File: src/rtl/queue.sv
// rtl/queue.sv - show-ahead synchronous FIFO with valid/ready handshake on both sides
// Note: rst_n is active-high despite its name; init is a synchronous flush.
module queue #(
  parameter type ET   = logic [31:0],
  parameter int  SIZE = 2
) (
  input  logic                      clk,
  input  logic                      rst_n,
  input  logic                      init,
  output logic [$clog2(SIZE+1)-1:0] count,
  input  logic                      in_val,
  output logic                      in_rdy,
  input  ET                         in,
  output logic                      out_val,
  input  logic                      out_rdy,
  output ET                         out
);

  localparam int CW = $clog2(SIZE + 1);
  localparam int PW = (SIZE > 1) ? $clog2(SIZE) : 1;

  ET             mem [SIZE];
  logic [PW-1:0] wr_ptr;
  logic [PW-1:0] rd_ptr;
  logic          push;
  logic          pop;

  function automatic logic [PW-1:0] adv(input logic [PW-1:0] p);
    return (p == PW'(SIZE - 1)) ? '0 : p + PW'(1);
  endfunction

  // Handshake flags depend on registered state only, so a full queue never
  // accepts even when a pop happens in the same cycle.
  assign in_rdy  = (count < CW'(SIZE));
  assign out_val = (count != '0);
  assign out     = mem[rd_ptr];
  assign push    = in_val & in_rdy;
  assign pop     = out_val & out_rdy;

  always_ff @(posedge clk) begin
    if (rst_n || init) begin
      count  <= '0;
      wr_ptr <= '0;
      rd_ptr <= '0;
    end else begin
      if (push) wr_ptr <= adv(wr_ptr);
      if (pop)  rd_ptr <= adv(rd_ptr);
      if (push && !pop)      count <= count + CW'(1);
      else if (pop && !push) count <= count - CW'(1);
    end
  end

  always_ff @(posedge clk) begin
    if (push && !rst_n && !init) mem[wr_ptr] <= in;
  end

endmodule

File: config.mk
export PLATFORM = sky130hd
export DESIGN_NAME = queue
export DESIGN_NICKNAME = d
export VERILOG_FILES = /design/src/rtl/queue.sv
export SDC_FILE = /design/constraint.sdc
export NUM_CORES = 1
export LEC_CHECK = 0
export ABC_AREA = 1
export ABC_CLOCK_PERIOD_IN_PS = 2990
export BUFFER_PORTS_ARGS = -buffer_cell sky130_fd_sc_hd__buf_2
export CORE_MARGIN = 2
export CORE_UTILIZATION = 30
export DETAILED_ROUTE_END_ITERATION = 7
export PLACE_DENSITY_LB_ADDON = 0.25
export SLEW_MARGIN = 20
export SYNTH_ARGS = -nofsm -noshare
export SYNTH_HDL_FRONTEND = slang
export SYNTH_SLANG_ARGS = --single-unit
File: constraint.sdc
create_clock -name clk -period 2.99 [get_ports clk]
set_input_delay 0.299 -clock clk [delete_from_list [all_inputs] [get_ports clk]]
set_output_delay 0.299 -clock clk [all_outputs]
set_load 0.03 [all_outputs]
# Word-level counts from Yosys, hierarchy flattened

Memory sizes are Yosys's and may differ from the RTL's. A register that Yosys moved wholly into a read port is not among the register bits.
Cells that the tools add are included.

Order comparisons: 1
$add $sub $neg: 4
Bitwise gates (word level): 2
Reductions and logical operators: 11
Muxes and demuxes: 8

Operator list:

| operator                                         | number |
|---|---|
| 2-to-1 mux 1 bit                                 | 6 |
| logical AND 1 bit                                | 4 |
| logical NOT 1 bit                                | 4 |
| 2-to-1 mux 2 bit                                 | 2 |
| nonzero test 2 bit                               | 2 |
| adder 1 bit, second input constant               | 2 |
| adder 2 x 1 -> 2 bit, second input constant      | 1 |
| bitwise AND 1 bit                                | 2 |
| < comparator 2 bit, second input constant        | 1 |
| subtractor 2 x 1 -> 2 bit, second input constant | 1 |
| logical OR 1 bit                                 | 1 |

Register bits after elaboration: 4
Memories: 1
Word-level logic and storage cells: 30
Output and inout port bits: 36
RAM bits: 64

Memories:

| name | words | width | rd ports | clocked after Yosys merged registers in | wr ports | line | RTL |
|---|---|---|---|---|---|---|---|
| mem  | 2     | 32    | 1        | 1                                       | 1        | 22   | `ET mem [SIZE];` |

# Depth between registers and ports, before layout

Gate-level depths: netlist of the first run.

Depth in word-level cells: 6
Gate-level depth with buffers: 9
Gate-level depth less buffers: 9

# Worst setup path before layout of the first run

No wires, ideal clock.

Path type: register to register
Start: reg count[1]
End: mem mem[1][0] (netlist bit), enable pin
Setup time: 0.461 ns
Buffers on the path: 0
Path slack: -0.447 ns
Required time: 2.529 ns
Clock period less this slack: 3.437 ns
Data arrival time: 2.976 ns
Cell stages (with the launch flop): 4
Cell sequence: dfxtp_1 inv_2 nand2_1 nor3_1

Cells in the longest elaborated chain, start to end: 6

RTL lines:

| element                                | line | RTL |
|---|---|---|
| start, declared                        | 10   | `output logic [$clog2(SIZE+1)-1:0] count,` |
| start signal, assigned                 | 48   | `if (push && !pop) count <= count + CW'(1);` |
| start signal, assigned                 | 49   | `else if (pop && !push) count <= count - CW'(1);` |
| < comparator 2 bit                     | 34   | `assign in_rdy = (count < CW'(SIZE));` |
| via in_rdy                             | 12   | `output logic in_rdy,` |
| bitwise AND 1 bit                      | 37   | `assign push = in_val & in_rdy;` |
| logical AND 1 bit (2 in a row)         | 54   | `if (push && !rst_n && !init) mem[wr_ptr] <= in;` |
| 2-to-1 mux 1 bit                       | 54   |  |
| 2-to-1 mux 1 bit (implied by the code) | 54   |  |
| end, declared                          | 22   |  |

The timed path passes the listed nets, and every way through them passes these cells.

==> flow_summary.ini, run 1 <==
[hold_path]
hold_path_end = mem[0][28]
hold_start = in[28]
holdPathStages = 1
hp-class = in2reg

[clock_tree]
cts_buffers = 9
cts_tree = built
cts_resized = 0
cts_hold_buf = 0
path_clk_slew_ns = 0.07
clockBufferDepth = 2
clkSinkCount = 69
clock_latency_ns = 0.34
h-tree-depth = 3
postCtsSetupBuffers = 0
clock-root-buffer = clkbuf_8

[timing]
slew_violations = 0
fin_setup_tns_ns = 0
finalSetupViolCount = 0
slew_headroom_pct = 59.94
finalCritPeriodShare_pct = 71.48
max_freq_mhz = 467.9
rsz0062_at_grt = false
final-hold-violation-count = 0
worst_pin_slew_ns = 0.6010
fin_crit_ns = 2.137
fin_skew_ns = 0.004299

[floorplanning]
die_h_um = 98.83
dieWidth_um = 98.83
die_area_um2 = 9766
start_util_pct = 30.93
coreArea_um2 = 8721
ios = 73
placementRows = 34

[layout]
drive_gt1_share_pct = 56.11
syn2layout_area_growth_pct = 25.37
antenna_cells = 0
multi_input_area_um2 = 593.1
nFillCells = 805
instances_no_fill = 329
seq_area_um2 = 2023
stdcell_area_um2 = 3382
nets = 254

[grt]
grt_pass1_vias = 1455
grt_first_pass_wirelength_um = 7051
grt-ovfl-total = 0
grt.total_usage_pct = 9.952
grt_antenna_before_repair = 0
grt_max_degree = 33

[status]
status = finished clean

[route]
drc = 0
postRouteAntennaNets = 0
drtIter0Drc = 31
vias = 1403
wl_um = 4619
wl_per_cell_um = 14.04
first_pass_iters = 4
vias_per_cell = 4.264

[logic_synthesis]
syn_inst = 134
synth_top_cell_by_area = edfxtp_1
synth.cell_area_um2 = 2698
mappedNetlistNets = 172
synth_flop_cell = edfxtp_1
avgSynthCellArea_um2 = 20.13
yosys_register_bits = 69
ys_types = 17
ys_seq_area_share_pct = 74.95
synth_common_cells = edfxtp_1, mux2_4, nand2_1
yosys.area.top_type_share_pct = 71.24
synth.most_common_cell = edfxtp_1
yosys_warnings = 0
synth_edf_count = 64
async_flop_share_pct = 0
netlist_top_cells_area = edfxtp_1, mux2_4, dfxtp_1

[power_and_ir_drop]
peakVddDrop_v = 0.0001856
leakage_nw = 1.317
p_per_area_nw_per_um2 = 603.7

[setup_path]
critPathSlowestCell = dfxtp_2
cp_num_buf_inv = 2
r2r_cells = 6
crit_path_end_kind = output pin
ff2ff_setup_slack_ns = 1.43
cp_top_family = flip-flops
cp_num_cells = 3
start_kind = flop
crit_chain = buf_12, mux2_2, buf_2
crit_fanout = 17
r2r_end = mem[0][9]
worst_ep_required_time_ns = 2.69
slowest_delay_ns = 0.71
crit_type = reg2out
crit_arrival_ns = 1.84
reg2reg_from = count[1]

[placed_design]
dp_hpwl_um = 3017
port_buffers = 72
placed_area_um2 = 3177
place.gp.congestion = 0.6841
dpl.cell_count = 313

[run]
drv_cap = 0
[cell families (layout without fill, tap and decap cells)]
logic type | after synthesis | count (layout) | synth area share (%)
mux | 32 | 32 | 17.53
flops | 69 | 69 | 74.95
buf+inv | 12 | 99 | 3.757
compound gates | 7 | 7 | 1.298
simple gates | 13 | 13 | 1.994
fa+ha+maj | 1 | 1 | 0.4637
[metrics by stage]
step | util, % | hold slack (ns) | power [W] | worst slack [ns]
finish | 38.78 | 0.1510 | 0.002042 | 0.8526
CTS | 38.78 | 0.1320 | 0.002071 | 0.8047
global route | 38.78 | 0.1287 | 0.002128 | 0.7446
floorplan | - | 0.3979 | 0.001221 | 0.3377
global placement | 36.43 | 0.4542 | 0.001278 | 1.175
detailed placement | 36.43 | 0.4633 | 0.001281 | 1.188
[report_power, final]
part	leakage, nW	internal (W)	switching [W]
Sequential	0.622	0.00108	0.00000945
Combinational	0.589	0.0000689	0.000101
Clock	0.105	0.000461	0.000324
[state kept, by name (all words and copies together) (netlist names), named ones only]
signal  flops
mem        64
wr_ptr      1
count       2
rd_ptr      1
[worst max path at each step]
| stage | startpoint | to |
|---|---|---|
| after floorplan | count[1] | mem[0][0] |
| after global placement | flop | out[6] |
| after detailed placement | flop | out[6] |
| after CTS | flop | out[6] |
| after global routing | flop | out[6] |
| final | flop | out[5] |
[cell usage in the layout (no fill, tap or decap)]
cell type and n:
a21oi_1 5, buf_12 1, buf_2 72, buf_4 2, bufinv_16 2, clkbuf_1 1
clkbuf_8 9, clkinv_1 2, clkinv_2 2, dfxtp_1 4, dfxtp_2 1, edfxtp_1 64
ha_1 1, inv_1 7, inv_2 1, mux2_2 2, mux2_4 30, nand2_1 8
nand3_1 1, nand4_1 1, nor2_1 1, nor2_4 1, nor3_4 1, o21ai_0 1
o21ai_1 1
[layout make-up]
type | count | area share, %
Timing Repair Buffer | 75 | 11.69
Clock buffer | 10 | 3.774
Inverter | 8 | 0.8879
Tap cell | 108 | 3.996
Clock inverter | 6 | 2.294
Sequential cell | 69 | 59.82
Multi-Input combinational cell | 53 | 17.54
[layer usage]
layer	up-vias	share of wire (%)	track usage (%)
met3	7	7.2	3.688
met4	0	1.5	7.376
met5	-	0	0
li1	673	-	-
met2	46	50	16.16
met1	677	41	10.53
Power figures use the tool's default switching activity.
==> run 2: changes to the inputs <==
--- a/config.mk
+++ b/config.mk
@@ -5,8 +5,8 @@
 export SDC_FILE = /design/constraint.sdc
 export NUM_CORES = 1
 export LEC_CHECK = 0
-export ABC_AREA = 1
-export ABC_CLOCK_PERIOD_IN_PS = 2990
+export ABC_AREA = 0
+export ABC_CLOCK_PERIOD_IN_PS = 1900
 export BUFFER_PORTS_ARGS = -buffer_cell sky130_fd_sc_hd__buf_2
 export CORE_MARGIN = 2
 export CORE_UTILIZATION = 30
==> constraint.sdc (replaced) <==
create_clock -name clk -period 1.9 [get_ports clk]
set_input_delay 0.19 -clock clk [delete_from_list [all_inputs] [get_ports clk]]
set_output_delay 0.19 -clock clk [all_outputs]
set_load 0.03 [all_outputs]
==> flow_summary.ini, run 2 <==
[placed_design]
port_buffers = 72
preCtsSetupSlack_ns = 0.3294
placed_area_um2 = 3059
dp_hpwl_um = 2897
place.gp.congestion = 0.7076

[clock_tree]
postCtsSetupBuffers = 0
clock-root-buffer = clkbuf_8
path_clk_slew_ns = 0.07
cts_tree = built
cts_resized = 0
clkSinkCount = 69
cts_hold_buf = 0
clockBufferDepth = 2
h-tree-depth = 3
clock_latency_ns = 0.33
cts_buffers = 9

[logic_synthesis]
yosys_warnings = 0
synth_flop_cell = edfxtp_1
async_flop_share_pct = 0
yosys.area.top_type_share_pct = 75.78
avgSynthCellArea_um2 = 20.29
syn_inst = 125
synth_top_cell_by_area = edfxtp_1
synth.cell_area_um2 = 2536
yosys_register_bits = 69
ys_types = 19
synth.most_common_cell = edfxtp_1
netlist_top_cells_area = edfxtp_1, mux2_2, dfxtp_1
synth_edf_count = 64
mappedNetlistNets = 163
synth_common_cells = edfxtp_1, mux2_2, dfxtp_1
ys_seq_area_share_pct = 79.72

[setup_path]
crit_arrival_ns = 1.46
crit_fanout = 32
worst_ep_required_time_ns = 1.71
crit_path_end_kind = output pin
r2r_cells = 4
crit_type = reg2out
start_kind = flop

[route]
drtIter0Drc = 22
wl_um = 4389
vias = 1365
postRouteAntennaNets = 0
first_pass_iters = 3
drc = 0
wl_per_cell_um = 13.80
vias_per_cell = 4.292

[timing]
fin_skew_ns = 0.006988
slew_headroom_pct = 75.61
fin_crit_ns = 1.653
holdWs_ns = 0.04156
finalCritPeriodShare_pct = 86.99
fin_ws_ns = 0.2472
max_freq_mhz = 605.1
worst_pin_slew_ns = 0.3620
final-hold-violation-count = 0
fin_setup_tns_ns = 0
slew_violations = 0
rsz0062_at_grt = false
finalSetupViolCount = 0

[layout]
stdcell_area_um2 = 3239
regMostFlops = mem
syn2layout_area_growth_pct = 27.73
layout_common_cells = buf_2, edfxtp_1, mux2_2
nFillCells = 779
antenna_cells = 0
largest_register_ffs = 64
final_common_cell = buf_2
top_regs = mem: 64 flops, count: 2 flops
nets = 247
drive_gt1_share_pct = 57.28

[floorplanning]
placementRows = 33
ios = 73
die_h_um = 95.95
dieWidth_um = 95.95
die_area_um2 = 9205
start_util_pct = 30.87
coreArea_um2 = 8217

[grt]
grt.total_usage_pct = 9.916
grt-ovfl-total = 0
grt_max_degree = 33
grt_pass1_vias = 1342
grt_first_pass_wirelength_um = 6423
grt_antenna_before_repair = 0

[power_and_ir_drop]
peakVddDrop_v = 0.0003670
p_per_area_nw_per_um2 = 945.1
leakage_nw = 1.190
p_total_w = 0.003061

[run]
drv_cap = 0

[hold_path]
holdPathStages = 1
hp-class = in2reg

[status]
status = finished clean
[run 2: cell count changes in the layout (fill, tap and decap cells not counted), sizes merged, moves of 2 or more]
cell / previous run / this run
nand2: 8 / 1
buf: 75 / 77
inv: 8 / 1
a21oi: 5 / 0
clkinv: 4 / 2
xor2: 0 / 3
nor3: 1 / 4
clkinvlp: 0 / 2
[run 2: layer usage]
layer	track usage (%)	up-vias	part of all wire [%]
met5	0	-	0
met4	7.500	0	2.7
met3	2.584	10	4.2
met2	16.38	33	53
met1	10.92	671	41
li1	-	651	-
[run 2: logic make-up (layout without fill, tap and decap cells)]
| kind of cell | after synthesis | count (layout) | share of synthesized area, % |
|---|---|---|---|
| flops | 69 | 69 | 79.72 |
| mux | 32 | 32 | 14.21 |
| simple gates | 11 | 11 | 2.270 |
| buf+inv | 5 | 93 | 1.233 |
| xor+xnor | 4 | 4 | 1.382 |
| compound gates | 3 | 3 | 0.6908 |
| fa+ha+maj | 1 | 1 | 0.4933 |
[run 2: final cells by class]
type	count	area, um2	share of cell area, %
sequential	69	2022	62.42
clock buffer	10	127.6	3.940
timing repair buffer	77	410.4	12.67
inverter	1	3.754	0.1159
multi-input combinational	51	491.7	15.18
clock inverter	5	52.55	1.622
tap	105	131.4	4.056
[run 2: where the power goes]
group | leakage, nW | internal (W) | switching (W)
combinational | 0.485 | 0.000104 | 0.000164
clock | 0.0835 | 0.000590 | 0.000494
sequential | 0.622 | 0.00170 | 0.0000127
total | 1.19 | 0.00239 | 0.000670
[run 2: per-stage QoR]
stage	cells	util, %
after floorplan	125	-
after global placement	303	37.23
after detailed placement	303	37.23
after CTS	318	39.42
after global routing	318	39.42
final	318	39.42
[run 2: path summary, 6_finish.rpt]
check	start	to	slack, ns
setup / recovery	flop	out[25]	0.25
hold / removal	in[27]	mem[0][27]	0.04
setup reg to reg	count[1]	count[1]	0.28
hold reg to reg	rd_ptr	rd_ptr	0.57
[run 2: critical path, cell delays in order, from the launching register on]
cell and delay (ns):
dfxtp_1 0.35, buf_12 0.22, mux2_2 0.37, buf_2 0.18
==> run 3: changes to the inputs <==
==> constraint.sdc (replaced) <==
create_clock -name clk -period 1.9 [get_ports clk]
set_input_delay 0.38 -clock clk [delete_from_list [all_inputs] [get_ports clk]]
set_output_delay 0.38 -clock clk [all_outputs]
set_load 0.03 [all_outputs]
==> flow_summary.ini, run 3 (synthesis gave the netlist of run 2 again) <==
[floorplanning]
dieWidth_um = 95.95
placementRows = 33
die_area_um2 = 9205
die_h_um = 95.95
ios = 73
start_util_pct = 30.87
coreArea_um2 = 8217

[timing]
fin_ws_ns = 0.06662
final-hold-violation-count = 0
slew_violations = 0
fin_skew_ns = 0.005689
fin_crit_ns = 1.833
max_freq_mhz = 545.4
worst_pin_slew_ns = 0.3053
finalSetupViolCount = 0
slew_headroom_pct = 79.43
fin_setup_tns_ns = 0
finalCritPeriodShare_pct = 96.49
rsz0062_at_grt = true

[status]
status = finished clean

[setup_path]
reg2reg_from = count[1]
crit_type = reg2out
crit_fanout = 16
r2r_cells = 4
crit_path_end_kind = output pin
ff2ff_setup_slack_ns = 0.31
crit_arrival_ns = 1.45
r2r_end = count[1]
start_kind = flop
worst_ep_required_time_ns = 1.52

[clock_tree]
clock-root-buffer = clkbuf_8
h-tree-depth = 3
clockBufferDepth = 2
cts_buffers = 9
cts_resized = 0
cts_hold_buf = 0
postCtsSetupBuffers = 0
clkSinkCount = 69
path_clk_slew_ns = 0.07
clock_latency_ns = 0.33
cts_tree = built

[layout]
regMostFlops = mem
stdcell_area_um2 = 3272
nets = 246
layout_common_cells = buf_2, edfxtp_1, mux2_2
instances_no_fill = 318
top_regs = mem: 64 flops, count: 2 flops
antenna_cells = 0
syn2layout_area_growth_pct = 29.01
final_common_cell = buf_2
nFillCells = 780
drive_gt1_share_pct = 57.28
largest_register_ffs = 64

[route]
drtIter0Drc = 46
wl_um = 4613
drc = 0
top_layer = met4
wl_met3_um = 191
wl_per_cell_um = 14.51
route.met2.wl_um = 2400
postRouteAntennaNets = 0
vias_per_cell = 4.255
wl_met1_um = 1892
vias = 1353
first_pass_iters = 2

[grt]
grt_max_degree = 33
grt_pass1_vias = 1373
grt.total_usage_pct = 10.41
grt-ovfl-total = 0
grt_antenna_before_repair = 0
grt_first_pass_wirelength_um = 6837

[hold_path]
hp-class = in2reg
hold_path_end = mem[0][4]
holdPathStages = 1
hold_start = in[4]

[power_and_ir_drop]
p_per_area_nw_per_um2 = 989.6
leakage_nw = 1.205
p_total_w = 0.003238
peakVddDrop_v = 0.0003641

[run]
drv_cap = 0

[placed_design]
placed_area_um2 = 3064
preCtsSetupSlack_ns = 0.3234
dp_hpwl_um = 2969
dpl.cell_count = 302
port_buffers = 72
place.gp.congestion = 0.7174
## run 3: cell count changes in the layout (fill, tap and decap cells not counted), sizes merged
cell | before | now
clkinv | 2 | 1
clkbuf | 10 | 12
clkinvlp | 2 | 1
buf | 77 | 76
bufinv | 1 | 2
## run 3: where the power goes
part	switching, W	internal, W	leakage, nW
clock	0.000519	0.000739	0.101
sequential	0.0000130	0.00170	0.622
combinational	0.000165	0.000105	0.482
total	0.000697	0.00254	1.20
## run 3: how the worst max path moves through the flow
| stage | from | end | cells after the start |
|---|---|---|---|
| after detailed placement | in_val | count[1] | 5 |
| after global placement | in_val | count[1] | 5 |
| after global routing | flop | out[17] | 3 |
| after CTS | flop | out[20] | 3 |
| final | flop | out[17] | 3 |
| after floorplan | count[1] | mem[0][0] | 3 |
## run 3: final cells by class
| class | count | area [um2] | share of cell area (%) |
|---|---|---|---|
| clock buffers | 12 | 135.1 | 4.130 |
| multi-input cells | 51 | 491.7 | 15.03 |
| well taps | 105 | 131.4 | 4.015 |
| clock inverters | 4 | 72.57 | 2.218 |
| flip-flops and latches | 69 | 2022 | 61.80 |
| repair buffers | 76 | 415.4 | 12.70 |
| inverters | 1 | 3.754 | 0.1147 |
## run 3: metal layers
layer	global-route usage [%]	up-vias
met2	16.90	34
met5	0	-
met1	12.24	662
met4	6.786	0
met3	2.584	11
li1	-	646
## run 3: through the flow
step	hold WS [ns]	utilization [%]
4_1_cts	0.2084	39.82
2_1_floorplan	0.4567	-
5_1_grt	0.2099	39.82
6_report	0.2313	39.82
3_3_place_gp	0.5226	37.29
3_5_place_dp	0.5449	37.29
## run 3: worst max-delay path: stages (launching register included)
cell	delay, ns
dfxtp_1	0.33
buf_4	0.25
mux2_2	0.37
buf_2	0.18
